[src/rtl/digit_serial_addsub.sv]
// Digit-serial adder/subtractor: DIGIT bits per clock, LSB digit first.
// Define ADDSUB_OVF_EN to build the signed-overflow flag; without it ovf is tied low.
module digit_serial_addsub #(
    parameter int WIDTH = 8,
    parameter int DIGIT = 1
) (
    input  logic             clk,
    input  logic             reset,
    input  logic             load,
    input  logic [WIDTH-1:0] a,
    input  logic [WIDTH-1:0] b,
    input  logic             cin,
    input  logic             sub,
    output logic             busy,
    output logic             done,
    output logic [WIDTH-1:0] sum,
    output logic             cout,
    output logic             ovf
);
    // WIDTH must be an integer multiple of DIGIT.
    localparam int NDIG = WIDTH / DIGIT;
    localparam int CW   = (NDIG > 1) ? $clog2(NDIG) : 1;
    localparam logic [CW-1:0] LAST = CW'(NDIG - 1);

    typedef enum logic [1:0] {IDLE, SHIFT, DONE} state_t;

    state_t           state_q, state_d;
    logic [WIDTH-1:0] a_q, a_d;
    logic [WIDTH-1:0] b_q, b_d;
    logic [WIDTH-1:0] sum_q, sum_d;
    logic             carry_q, carry_d;
    logic             cout_q, cout_d;
    logic [CW-1:0]    cnt_q, cnt_d;
    logic [DIGIT:0]   dsum;
    logic [WIDTH-1:0] dig_ext;

    assign dsum = {1'b0, a_q[DIGIT-1:0]} + {1'b0, b_q[DIGIT-1:0]} + {{DIGIT{1'b0}}, carry_q};

    always_comb begin
        dig_ext = '0;
        dig_ext[DIGIT-1:0] = dsum[DIGIT-1:0];
    end

    always_comb begin
        state_d = state_q;
        a_d     = a_q;
        b_d     = b_q;
        sum_d   = sum_q;
        carry_d = carry_q;
        cout_d  = cout_q;
        cnt_d   = cnt_q;
        case (state_q)
            IDLE, DONE: begin
                if (load) begin
                    a_d     = a;
                    b_d     = sub ? ~b : b;
                    carry_d = cin ^ sub;
                    cnt_d   = '0;
                    state_d = SHIFT;
                end else if (state_q == DONE) begin
                    state_d = IDLE;
                end
            end
            SHIFT: begin
                // New digit enters at the top; after NDIG steps the result is aligned.
                sum_d   = (sum_q >> DIGIT) | (dig_ext << (WIDTH - DIGIT));
                a_d     = a_q >> DIGIT;
                b_d     = b_q >> DIGIT;
                carry_d = dsum[DIGIT];
                cnt_d   = cnt_q + CW'(1);
                if (cnt_q == LAST) begin
                    cout_d  = dsum[DIGIT];
                    state_d = DONE;
                end
            end
            default: state_d = IDLE;
        endcase
    end

    always_ff @(posedge clk or posedge reset) begin
        if (reset) begin
            state_q <= IDLE;
            a_q     <= '0;
            b_q     <= '0;
            sum_q   <= '0;
            carry_q <= 1'b0;
            cout_q  <= 1'b0;
            cnt_q   <= '0;
        end else begin
            state_q <= state_d;
            a_q     <= a_d;
            b_q     <= b_d;
            sum_q   <= sum_d;
            carry_q <= carry_d;
            cout_q  <= cout_d;
            cnt_q   <= cnt_d;
        end
    end

`ifdef ADDSUB_OVF_EN
    logic ovf_q, ovf_d, msb_cin;

    // Carry into the MSB recovered from the MSB sum bit and its two operand bits.
    assign msb_cin = dsum[DIGIT-1] ^ a_q[DIGIT-1] ^ b_q[DIGIT-1];

    always_comb begin
        ovf_d = ovf_q;
        if (state_q == SHIFT && cnt_q == LAST) begin
            ovf_d = msb_cin ^ dsum[DIGIT];
        end
    end

    always_ff @(posedge clk or posedge reset) begin
        if (reset) begin
            ovf_q <= 1'b0;
        end else begin
            ovf_q <= ovf_d;
        end
    end

    assign ovf = ovf_q;
`else
    assign ovf = 1'b0;
`endif

    assign busy = (state_q == SHIFT);
    assign done = (state_q == DONE);
    assign sum  = sum_q;
    assign cout = cout_q;

endmodule

[config.mk]
export PLATFORM = sky130hd
export DESIGN_NAME = digit_serial_addsub
export DESIGN_NICKNAME = d
export VERILOG_FILES = /design/src/rtl/digit_serial_addsub.sv
export SDC_FILE = /design/constraint.sdc
export NUM_CORES = 1
export LEC_CHECK = 0
export ABC_AREA = 1
export CAP_MARGIN = 0
export CORE_MARGIN = 10
export CORE_UTILIZATION = 61
export CTS_CLUSTER_SIZE = 14
export DETAILED_ROUTE_END_ITERATION = 10
export DONT_BUFFER_PORTS = 1
export PLACE_DENSITY = 0.77
export SYNTH_ARGS = -nofsm -noshare
export SYNTH_HDL_FRONTEND = slang
export SYNTH_SLANG_ARGS = --single-unit
[constraint.sdc]
create_clock -name clk -period 1.53 [get_ports clk]
set_input_delay 0.0765 -clock clk [delete_from_list [all_inputs] [get_ports clk]]
set_output_delay 0.0765 -clock clk [all_outputs]
set_load 0.01 [all_outputs]
==> impl_summary.txt <==
----------------------------------------------------
[Floorplan]
  Die extent in x ... 69.2 um
  Num ports ... 33
  Effective utilization at floorplan ... 0.655
  Overall die height ... around 69 um
  Core area ... around 2300 sq um
  Die area ... 4790 sq um
  Std cell rows ... 17

[Drt]
  Total number of vias ... between 1000 and 1500
  DR iter-0 viols ... ~100
  First-pass iteration count of the detailed router ... 4
  Count of nets left with antenna violations after detail routing ... 0
  Post-detailed-route wirelength per cell ... about 13 um
  Final routed DRC violation total ... 0
  Routed wire length ... between 2000 and 3000 um
  Vias per cell ... between 5 and 6

[Global route]
  Overflow left after global routing ... 0
  Busiest layer in global routing ... met2
  Initial antenna violation count ... 0
  First-pass GRT wire length ... between 5000 and 6000 um
  Largest net degree at the start of global routing ... 32
  Met2 Usage GRT ... 0.199
  Grt met1 use ... 0.137
  Global router's overall resource usage ... 0.125
  GR Util met3 ... 0.0699
  Via count of the first global-routing pass ... about 1100

[Layout]
  Final cell area excluding filler cells ... roughly 1700 sq um
  Layout cells sized above 1 ... 0.101
  Area occupied by multi-input gates ... between 500 and 600 sq um
  Post-route insts no fill ... roughly 230
  Utilization after layout ... 0.761
  Footprint of the flip-flops and latches ... 776 sq um
  Antenna fix cells ... 0
  Final nets ... around 220
  Area Overhead vs Synth ... 16.1%
  Fillers ... ~160

[Critical path]
  Number of cells on the worst reg-to-reg path ... 7
  Worst setup path class ... in2reg
  Reg2reg start ... state_q[1]
  End of the worst register-to-register path ... carry_q
  R2r setup slk ... around 0.22 ns
  CP max FO ... 12
  Crit path arrival time ... around 1.6 ns
  Kind of launch point of the worst setup path ... input pin
  Element type at the critical path end ... flop
  Worst EP required ... 1.75 ns

[Synthesis]
  Number of instances in the synthesized netlist ... 176
  Post-synth top flop ... sky130_fd_sc_hd__dfrtp_1
  Synthesized Nets ... 200
  Flip-flop and latch count after synthesis ... 31
  Unique cell type count in the Yosys netlist ... 24
  Synthesis Warnings ... 0
  Mapped Area ... roughly 1500 sq um
  Sequential share of the synthesized area ... 0.525
  Async SR Flop Fraction ... 1.00
  Number of synthesized flops with an enable pin ... 0
  Mean Syn Cell Area ... roughly 8.4 sq um

[Clocking]
  H-tree lvl count ... 2
  Clock tree from TritonCTS ... yes
  Setup repair bufs after CTS ... 0
  Clock-pin slew on the worst setup and hold paths ... roughly 0.10 ns
  Number of gates given a new drive strength after cts ... 0
  Insertion delay to the later sink of the worst-skew pair ... about 0.33 ns
  Clock tree sinks ... 31
  Number of buffers created by CTS ... 5
  Clock Tree Root ... sky130_fd_sc_hd__clkbuf_4
  Clock buffer depth ... 2
  Hold buffers post-CTS ... 21

[Placement]
  DP HPWL ... a little under 2000 um
  Area after detailed placement ... between 1000 and 1500 sq um
  Input/output buffers ... 0
  Worst setup slack before clock tree synthesis ... ~0.23 ns
  Number of placed cells counting well taps ... 198
  Placer congestion estimate ... 0.741

[Pwr]
  Register share of total power ... 0.487
  Highest ir drop seen on vdd ... 1210 uV
  Gate power share ... 0.369
  PnR Total Power ... 3.06 mW
  Internal power component ... roughly 1.8 mW
  Sw Pwr ... 1.28 mW
  Clk network pwr share ... 0.144
  Switching Share ... 0.418
  Leakage Power ... approximately 0.88 nW
  Power per Cell Area ... 1790 nW/um^2

[Worst hold path]
  HP Class ... in2reg
  Worst Hold Path Cells ... 3
  Worst hold endpoint ... b_q[1]
  Worst hold start ... sub

[Timing]
  Hold_ws ... 0.0195 ns
  Setup repair after global routing missed its margin ... false
  Fin. max-slew vios ... 0
  Final-layout setup total negative slack ... 0 ns
  Post-route clock skew ... 0.0104 ns
  Setup violation total in the final timing report ... 0
  Worst-case setup margin in the final layout ... about 0.12 ns
  Upper clock frequency limit ... between 700 and 800 MHz
  Final period util ... 0.924
  Final hold violations ... 0
  Final min period ... 1.41 ns

[Job]
  Max-cap violations ... 0

[Outcome]
  Result of the run ... complete, no violations

----------------------------------------------------
==> state kept, by name, indices dropped and copies added, names as in the netlist <==
name	count
carry_q	1
state_q	2
a_q	8
cnt_q	3
b_q	8
sum	8
cout	1
==> power by group through the flow <==
stage	combinational [mW]	clock, mW	sequential (mW)
2_1_floorplan	1.02	0	1.44
3_3_place_gp	1.04	0	1.49
3_5_place_dp	1.10	0	1.51
4_1_cts	1.15	0.455	1.50
5_1_grt	1.33	0.493	1.55
6_report	1.13	0.441	1.49
==> layout make-up <==
type,count,area share
Inverter,9,0.0241
Multi-Input combinational cell,129,0.347
Clock inverter,1,0.00292
Sequential cell,31,0.452
Clock buffer,7,0.0263
Timing Repair Buffer,22,0.127
Tap cell,28,0.0204
==> cells in the mapped netlist, types with 2 or more instances <==
| master | n | area, sq um |
|---|---|---|
| sky130_fd_sc_hd__nand2_1 | 85 | 319 |
| sky130_fd_sc_hd__dfrtp_1 | 31 | 776 |
| sky130_fd_sc_hd__nand3_1 | 20 | 100 |
| sky130_fd_sc_hd__inv_1 | 6 | 22.5 |
| sky130_fd_sc_hd__or2_2 | 6 | 37.5 |
| sky130_fd_sc_hd__buf_4 | 3 | 22.5 |
| sky130_fd_sc_hd__nor2_1 | 3 | 11.3 |
| sky130_fd_sc_hd__o21ai_0 | 3 | 15.0 |
| sky130_fd_sc_hd__buf_6 | 2 | 22.5 |
| sky130_fd_sc_hd__ha_1 | 2 | 25.0 |
| sky130_fd_sc_hd__nand2_4 | 2 | 22.5 |
==> critical path, cell delays in order <==
cell                            delay, ns
sky130_fd_sc_hd__dlygate4sd3_1       0.74
sky130_fd_sc_hd__nand2_1             0.09
sky130_fd_sc_hd__dlygate4sd3_1       0.57
sky130_fd_sc_hd__nand3_1             0.09
sky130_fd_sc_hd__nand3_1             0.07
==> placed cells by master (no fill, tap or decap), types with 2 or more instances in the layout <==
master	n
sky130_fd_sc_hd__dlygate4sd3_1	21
sky130_fd_sc_hd__or2_2	6
sky130_fd_sc_hd__clkbuf_4	5
sky130_fd_sc_hd__o21ai_0	3
sky130_fd_sc_hd__dfrtp_1	31
sky130_fd_sc_hd__inv_1	6
sky130_fd_sc_hd__ha_1	2
sky130_fd_sc_hd__nand2_4	2
sky130_fd_sc_hd__nand3_1	20
sky130_fd_sc_hd__clkbuf_1	2
sky130_fd_sc_hd__nand2_1	85
sky130_fd_sc_hd__nor2_1	3
==> how the worst max path moves through the flow <==
stage | startpoint | end | slack [ns] | cells past startpoint
2_1_floorplan | a_q[0] | carry_q | 0.43 | 5
3_3_place_gp | state_q[1] | carry_q | 0.33 | 7
3_5_place_dp | state_q[1] | carry_q | 0.23 | 7
4_1_cts | sub | b_q[3] | 0.17 | 5
5_1_grt | sub | b_q[3] | 0.02 | 5
6_report | sub | b_q[3] | 0.12 | 5
==> cell families (layout without fill, tap and decap cells) <==
group	Yosys count	after routing	share of synthesized area
xor+xnor	1	1	0.00593
other cells	1	1	0.00254
fa+ha+maj	3	3	0.0305
compound gates	5	5	0.0169
flops	31	31	0.525
simple gates	119	119	0.347
buf+inv	16	39	0.0720
==> layer usage <==
layer	up-vias	wire, um
met1	538	1220
li1	587	-
met3	6	280
met4	0	40
met2	30	1450
met5	-	0
(Power assumes the default switching activity.)
